[src/rtl/mem_io_ctrl_pkg.sv]
// Shared encodings for the CPU memory/IO controller: commands, IO addresses, FSM states.
package mem_io_ctrl_pkg;

  typedef enum logic [1:0] {
    MNONE  = 2'b00,
    MREAD  = 2'b01,
    MWRITE = 2'b10,
    MILL   = 2'b11
  } mem_cmd_e;

  localparam logic [8:0] LED_ADDR = 9'h100;
  localparam logic [8:0] SW_ADDR  = 9'h140;

  // state   | meaning
  // IDLE    | waiting for a command from the CPU
  // RD_WAIT | read accepted, counting down to data capture
  // RD_DONE | read data captured, mem_ready high for one cycle
  // WR_DONE | write committed, mem_ready high for one cycle
  typedef enum logic [1:0] {
    IDLE    = 2'd0,
    RD_WAIT = 2'd1,
    RD_DONE = 2'd2,
    WR_DONE = 2'd3
  } state_e;

  // Lower half of the address space is backed by the RAM.
  function automatic logic is_ram(input logic [8:0] a);
    return ~a[8];
  endfunction

endpackage

[src/rtl/mem_io_ctrl_ram.sv]
// 256x16 single-port synchronous RAM with one-cycle registered read; contents are not reset.
module mem_io_ctrl_ram (
  input  logic        clk,
  input  logic        we,
  input  logic [7:0]  addr,
  input  logic [15:0] wdata,
  output logic [15:0] rdata
);

  logic [15:0] mem [0:255];

  // Write on we, read every cycle from the presented address (read-before-write).
  always_ff @(posedge clk) begin
    if (we) mem[addr] <= wdata;
    rdata <= mem[addr];
  end

endmodule

[src/rtl/mem_io_ctrl.sv]
// CPU memory/IO controller: RAM, write-only LED register and synchronized switch register.
module mem_io_ctrl
  import mem_io_ctrl_pkg::*;
#(
  parameter int RD_LAT = 1
) (
  input  logic        clk,
  input  logic        reset,
  input  logic [1:0]  mem_cmd,
  input  logic [8:0]  mem_addr,
  input  logic [15:0] write_data,
  input  logic [7:0]  sw,
  output logic [15:0] read_data,
  output logic        mem_ready,
  output logic [7:0]  led,
  output logic        err
);

  localparam logic [2:0] CNT_INIT = 3'(RD_LAT - 1);

  state_e      state;
  logic [8:0]  addr_q;
  logic [2:0]  cnt;
  logic [7:0]  sw_meta;
  logic [7:0]  sw_sync;
  logic [7:0]  ram_addr;
  logic [15:0] ram_rdata;
  logic        ram_we;
  logic [15:0] rd_sel;

  // Writes commit on the accept edge only while out of reset; after accept the
  // RAM keeps reading the latched address so CPU address changes are ignored.
  assign ram_we   = reset && (state == IDLE) && (mem_cmd == MWRITE) && is_ram(mem_addr);
  assign ram_addr = (state == IDLE) ? mem_addr[7:0] : addr_q[7:0];

  mem_io_ctrl_ram u_ram (
    .clk   (clk),
    .we    (ram_we),
    .addr  (ram_addr),
    .wdata (write_data),
    .rdata (ram_rdata)
  );

  // Two-flop synchronizer for the asynchronous board switches.
  always_ff @(posedge clk or negedge reset) begin
    if (!reset) begin
      sw_meta <= '0;
      sw_sync <= '0;
    end else begin
      sw_meta <= sw;
      sw_sync <= sw_meta;
    end
  end

  // Read source select from the latched address; LED and unmapped reads return zero.
  always_comb begin
    rd_sel = '0;
    if (is_ram(addr_q))       rd_sel = ram_rdata;
    else if (addr_q == SW_ADDR) rd_sel = {8'h00, sw_sync};
  end

  // Transaction FSM with registered read_data, mem_ready, led and sticky err.
  always_ff @(posedge clk or negedge reset) begin
    if (!reset) begin
      state     <= IDLE;
      addr_q    <= '0;
      cnt       <= '0;
      read_data <= '0;
      mem_ready <= 1'b0;
      led       <= '0;
      err       <= 1'b0;
    end else begin
      mem_ready <= 1'b0;
      case (state)
        IDLE: begin
          case (mem_cmd)
            MREAD: begin
              addr_q <= mem_addr;
              cnt    <= CNT_INIT;
              state  <= RD_WAIT;
              if (!is_ram(mem_addr) && (mem_addr != SW_ADDR)) err <= 1'b1;
            end
            MWRITE: begin
              state     <= WR_DONE;
              mem_ready <= 1'b1;
              if (mem_addr == LED_ADDR) led <= write_data[7:0];
              else if (!is_ram(mem_addr)) err <= 1'b1;
            end
            MILL:    err <= 1'b1;
            default: ;
          endcase
        end
        RD_WAIT: begin
          if (cnt == 3'd0) begin
            read_data <= rd_sel;
            mem_ready <= 1'b1;
            state     <= RD_DONE;
          end else begin
            cnt <= cnt - 3'd1;
          end
        end
        RD_DONE, WR_DONE: state <= IDLE;
        default:          state <= IDLE;
      endcase
    end
  end

endmodule

[config.mk]
export PLATFORM = sky130hd
export DESIGN_NAME = mem_io_ctrl
export DESIGN_NICKNAME = d
export VERILOG_FILES = /design/src/rtl/mem_io_ctrl_pkg.sv /design/src/rtl/mem_io_ctrl_ram.sv /design/src/rtl/mem_io_ctrl.sv
export SDC_FILE = /design/constraint.sdc
export NUM_CORES = 2
export LEC_CHECK = 0
export BUFFER_PORTS_ARGS = -buffer_cell sky130_fd_sc_hd__buf_2
export CORE_ASPECT_RATIO = 2
export CORE_MARGIN = 1.5
export CORE_UTILIZATION = 50
export DETAILED_ROUTE_END_ITERATION = 12
export GPL_TIMING_DRIVEN = 0
export PLACE_DENSITY = 0.66
export SYNTH_ARGS = -nofsm -noshare
export SYNTH_HDL_FRONTEND = slang
export SYNTH_HIERARCHICAL = 1
export SYNTH_SLANG_ARGS = --single-unit
[constraint.sdc]
create_clock -name clk -period 4.2 [get_ports clk]
set_input_delay 0.21 -clock clk [delete_from_list [all_inputs] [get_ports clk]]
set_output_delay 0.21 -clock clk [all_outputs]
set_load 0.01 [all_outputs]
## Word-level counts from Yosys, hierarchy flattened

Memories as Yosys holds them, arrays and structs flattened. A register that Yosys moved wholly into a read port is not among the register bits.
Index checks and enable logic that the tools add are counted.

- Bits in registers: 56
- RAM bits: 4096
- Input bits: 37
- Output and inout port bits: 26
- Logic and storage cells: 61
- Memories: 1

Memories:

| memory | words | bits a word | read ports | clocked after memory_dff | write ports | RTL line | source |
|---|---|---|---|---|---|---|---|
| u_ram.mem | 256 | 16 | 1 | 1 | 1 | mem_io_ctrl_ram.sv:10 | `logic [15:0] mem [0:255];` |

- Add/sub/neg operators: 1
- Equal/unequal tests: 16
- Multiplexer cells: 18
- Bitwise gates (word level): 1
- Reductions and logical operators: 15

Operators with widths:

| cell | number |
|---|---|
| == test 9 bit (second input constant) | 2 |
| 2-to-1 mux 16 bit | 1 |
| 2-to-1 mux 8 bit | 2 |
| != test 2 bit (second input constant) | 5 |
| != test 9 bit (second input constant) | 1 |
| == test 2 bit (second input constant) | 4 |
| 2-to-1 mux 1 bit | 7 |
| 2-to-1 mux 3 bit | 2 |
| case mux 2 bit (3 select lines) | 1 |
| case mux 3 bit (2 select lines) | 1 |
| AND reduction 2 bit | 3 |
| AND reduction 3 bit | 2 |
| AND reduction 5 bit | 1 |
| == test 2 x 1 -> 1 bit (second input constant) | 2 |
| logical AND 1 bit | 4 |
| case mux 2 bit (2 select lines) | 1 |
| logical NOT 3 bit | 1 |
| != test 3 x 1 -> 1 bit (second input constant) | 1 |
| case mux 1 bit (3 select lines) | 1 |
| nonzero test 3 bit | 1 |
| subtractor 3 x 1 -> 3 bit (second input constant) | 1 |
| logical NOT 2 bit | 1 |
| 2-to-1 mux 2 bit | 1 |
| != test 2 x 1 -> 1 bit (second input constant) | 1 |
| 4 further kinds | 4 |

## Logic depth before layout (Yosys ltp)

- Depth after elaboration: 6
- Gate-level depth with buffers: 13
- Gate-level depth less buffers: 7

## Modules after synthesis

Netlist, hierarchy kept.

Modules (own cells, without submodules):

| module | instances | cells each | area each (um2) | seq. area each (um2) |
|---|---|---|---|---|
| mem_io_ctrl_ram | 1 | 6727 | 155399.0 | 123318.3 |
| mem_io_ctrl | 1 | 181 | 2336.0 | 1401.3 |

## Least setup slack after synthesis

OpenSTA, ideal clock, no wires.

- Kind: register to register
- Start point: register state[0]
- End point: memory u_ram.mem[145][0] (enable)
- Setup time: 0.409 ns
- Data arrival time: 3.437 ns
- Data required time: 3.791 ns
- Path slack: 0.353 ns
- Stages on the path, launching flop included: 11
- Buffers on the path: 6
- Cell sequence: dfrtp_1 -> nor2_1 -> buf_2 -> mux2_2 -> clkbuf_1 -> buf_2 -> clkbuf_1 -> buf_2 -> nand2b_1 -> clkbuf_1 -> nor3_1

RTL lines:

| item | RTL line | source |
|---|---|---|
| start, declared | mem_io_ctrl.sv:21 | `state_e state;` |
| start signal, assigned | mem_io_ctrl.sv:65 | `state <= IDLE;` |
| start signal, assigned | mem_io_ctrl.sv:80 | `state <= RD_WAIT;` |
| start signal, assigned | mem_io_ctrl.sv:84 | `state <= WR_DONE;` |
| logical NOT 2 bit | mem_io_ctrl.sv:34 | `assign ram_addr = (state == IDLE) ? mem_addr[7:0] : addr_q[7:0];` |
| 2-to-1 mux 8 bit | mem_io_ctrl.sv:34 |  |
| named net ram_addr[1] | mem_io_ctrl.sv:26 | `logic [7:0] ram_addr;` |
| end, declared | mem_io_ctrl_ram.sv:10 |  |

The timed path passes the listed nets, and every way through them passes these cells.

## Worst setup path in the final report

- Start point: register state[0]
- End point: memory u_ram.mem[245][0] (enable)

The elaborated chain is that of the path after synthesis.

==> results_dict.tcl <==
set metrics [dict create \
    status "finished, violations left" \
    violations "negative setup slack" \
    ys.flop_type "edfxtp_1" \
    htreeDepth 5 \
    clk_pin_slew_ps 70 \
    synthAdderAreaFrac_pct 0.0222 \
    path_max_fanout 16 \
    num_rows 291 \
    cp_num_cells 7 \
    yosys.area_share.simple_pct 1.18 \
    drt_iter0_markers 9659 \
    start_kind "flop" \
    synth.area.mux_share_pct 14.8 \
    critPathTopFamily "simple AND/OR/NAND/NOR gates" \
    start_util_pct 50.3 \
    worstPathArrival_ps 4900 \
    wl_per_cell_um 39.1 \
    path_class "flop to flop" \
    die_h_um 797 \
    synth_top_family_by_area "multiplexers" \
    placed_cell_area_mm2 0.168 \
    power_density_mw_per_mm2 691 \
    drc 0 \
    final_layout_size_suffix_gt1_share_pct 33.7 \
    io_pins 63 \
    r2r_start "state[0]" \
    syn-instance-count 6908 \
    crit_path_end_kind "flop" \
    nNetsFinal 7749 \
    setup_viol 218 \
    drv_cap 0 \
    fp.dieW_um 400 \
    gp_congestion 0.962 \
    clock_skew_ps 84.3 \
    crit_required_ps 4740 \
    num_vias 78600 \
    numPortBuffers 62 \
    cts_buffers 336 \
    synth_warnings 6 \
    async_flop_share_pct 1.34 \
    fill_cells 21800 \
    cp-endpoint "u_ram/mem[245][0]" \
    syn_avg_cell_area_um2 22.8 \
    period_share_pct 104 \
    rr_endpoint "u_ram/mem[245][0]" \
    grt_max_degree 137 \
    rsz0062_at_grt "true" \
    synth_xor_area_share_pct 0.00555 \
    syn2layout_area_growth_pct 16.5 \
    clock-sinks 4168 \
    p_leak_nw 56.6 \
    min_path_type "input port to flop" \
    cts-root-buf "clkbuf_16" \
    max_stage_delay_ps 940 \
    dr.pass1.iters 5 \
    fin_area_mm2 0.184 \
    dp_slack_ps -3240 \
    worst_slack_ps -166 \
    antenna_found_initial 19 \
    overflow 0 \
    worstSkewPairLatency_ps 930 \
    vias_per_cell 6.51 \
    multi_input_area_mm2 0.0336 \
    synth_nets 6947 \
    dpl.hpwl_um 326000 \
    ant_nets 0 \
    slowest_stage "and2_1" \
    final_hold_viol_count 0 \
    ys_seq_area_share_pct 79.1 \
    coreArea_mm2 0.314 \
    syn_area_mm2 0.158 \
    cp-startpoint "state[0]" \
    critPathBufInv 2 \
    reg2reg_slack_ps -170 \
    ys_ff_latch 4168 \
    worst_slew_pin_slew_ps 1380 \
    grt_pass1_wl_um 642000 \
    cts_tree "built" \
    dieArea_mm2 0.319 \
    timing.fmax_ghz 0.229 \
    reg2reg_depth 7 \
    wl_um 472000 \
    ys_types 44 \
    worstPathCellList "nor2_4 -> buf_6 -> mux2_2 -> and2_1 -> nand2_1 -> clkbuf_1 -> nor2_2" \
    slew_headroom_pct 7.81 \
    clockBufferDepth 4 \
    synth_edf_count 4096 \
    period_minus_slack_ps 4370 \
    synth_compound_area_share_pct 3.66 \
    grtUsageTotal_pct 29.6 \
    grt_pass1_vias 80600 \
    slew_viol_final 0 \
    ir_drop_mv 0.456 \
    seq_area_mm2 0.125 \
]
[sequential cells by signal (all words and copies together), names as in the netlist]
name / cells
u_ram/mem: 4096
read_data: 16
u_ram/rdata: 16
addr_q: 9
led: 8
sw_meta: 8
sw_sync: 8
cnt: 3
state: 2
err: 1
mem_ready: 1
[cell usage after synthesis (2+ instances only)]
master | count | share of area, %
a22oi_1 | 512 | 2.4
mux2_2 | 25 | 0.18
buf_2 | 81 | 0.26
or2_2 | 3 | 0.012
nand2b_1 | 15 | 0.059
o22ai_1 | 2 | 0.0079
edfxtp_1 | 4096 | 78
nor2_1 | 243 | 0.58
dfrtp_1 | 56 | 0.89
a21oi_1 | 256 | 0.81
a31oi_1 | 8 | 0.032
nand3b_1 | 9 | 0.043
nor3_1 | 31 | 0.098
buf_1 | 56 | 0.13
buf_6 | 25 | 0.18
clkbuf_1 | 250 | 0.59
dfxtp_1 | 16 | 0.20
nor4_4 | 2 | 0.027
mux4_2 | 1024 | 15
nand2_1 | 47 | 0.11
o41ai_1 | 64 | 0.36
buf_4 | 16 | 0.076
ha_1 | 2 | 0.016
mux2i_1 | 2 | 0.013
nor2b_1 | 9 | 0.036
nand3_1 | 13 | 0.041
nand4_1 | 24 | 0.095
and2_1 | 3 | 0.012
inv_1 | 3 | 0.0071
[how the worst min path moves through the flow]
stage / from / to / slack, ps / depth (start not counted)
6_report: write_data[11] / u_ram/mem[44][11] / 170 / 2
3_5_place_dp: sw[7] / sw_meta[7] / 320 / 1
2_1_floorplan: reset / addr_q[0] / -90 / 0
3_3_place_gp: sw[5] / sw_meta[5] / 320 / 1
4_1_cts: reset / read_data[10] / 60 / 2
5_1_grt: write_data[11] / u_ram/mem[44][11] / 170 / 2
[final cells by class]
| type | instances | area share (%) |
|---|---|---|
| plain buffers | 422 | 1.58 |
| flip-flops and latches | 4168 | 67.8 |
| clock buffers | 400 | 4.83 |
| well taps | 4102 | 2.79 |
| repair buffers | 470 | 3.58 |
| diodes | 9 | 0.0123 |
| inverters | 3 | 0.00613 |
| clock inverters | 193 | 1.05 |
| multi-input cells | 2309 | 18.3 |
[report_power, final]
group	total, W	switching [W]	internal (W)
clock	0.0319	0.0145	0.0173
sequential	0.0461	0.000202	0.0459
combinational	0.0490	0.0313	0.0177
[logic make-up (layout without fill, tap and decap cells)]
family	Yosys count	after routing
AOI/OAI and AO/OA	846	846
and+or+nand+nor	408	408
buffers and inverters	431	1488
DFF	4168	4168
xor gates and xnor gates	1	1
muxes	1051	1051
other	0	9
adders and majority gates	3	3
[routing by layer]
layer  vias to the layer above  share of wire [%]  track usage [%]
li1                      31200                  -                -
met1                     41900                 30             30.8
met2                      4222                 51             50.4
met3                      1216                7.2             4.86
met4                         8                 12             27.9
met5                         -              0.010                0
[per-stage QoR]
stage / utilization, % / instances / total power (W) / TNS, ps / hold slack [ps]
final: 58.6 / 12100 / 0.127 / -15080 / 168
after detailed placement: 53.5 / 11300 / 0.0923 / -8922870 / 320
after CTS: 58.4 / 12100 / 0.126 / -13490 / 57.5
after floorplan: - / 6908 / 0.0716 / 0 / -85.6
after global routing: 58.6 / 12100 / 0.129 / -4850 / 167
after global placement: 52.0 / 11100 / 0.0909 / - / 321
[timing repair]
item                        CTS  global route
pin swaps                   105            17
gates cloned                  0             1
gates resized for setup     618            87
setup endpoints to repair  4112          1265
setup buffers               110            11
hold endpoints to repair   1437            56
hold buffers                 54             2
[placed cells by master (no fill, tap or decap), drive strengths merged, types with 2 or more instances in the layout]
master | netlist | final
edfxtp | 4096 | 4096
mux4 | 1024 | 1024
clkbuf | 250 | 642
buf | 178 | 591
a22oi | 512 | 512
a21oi | 256 | 256
nor2 | 243 | 243
clkinv | 0 | 134
o41ai | 64 | 64
dfrtp | 56 | 56
dlygate4sd3 | 0 | 55
nand2 | 47 | 47
bufinv | 0 | 35
nor3 | 31 | 31
mux2 | 25 | 25
nand4 | 25 | 25
dfxtp | 16 | 16
nand2b | 15 | 15
clkinvlp | 0 | 14
inv | 3 | 13
nand3 | 13 | 13
diode | 0 | 9
nand3b | 9 | 9
nor2b | 9 | 9
a31oi | 8 | 8
clkdlybuf4s15 | 0 | 4
or2 | 3 | 3
and2 | 3 | 3
nor4 | 2 | 2
mux2i | 2 | 2
o22ai | 2 | 2
ha | 2 | 2
nor3b | 2 | 2
Power figures use the tool's default switching activity.
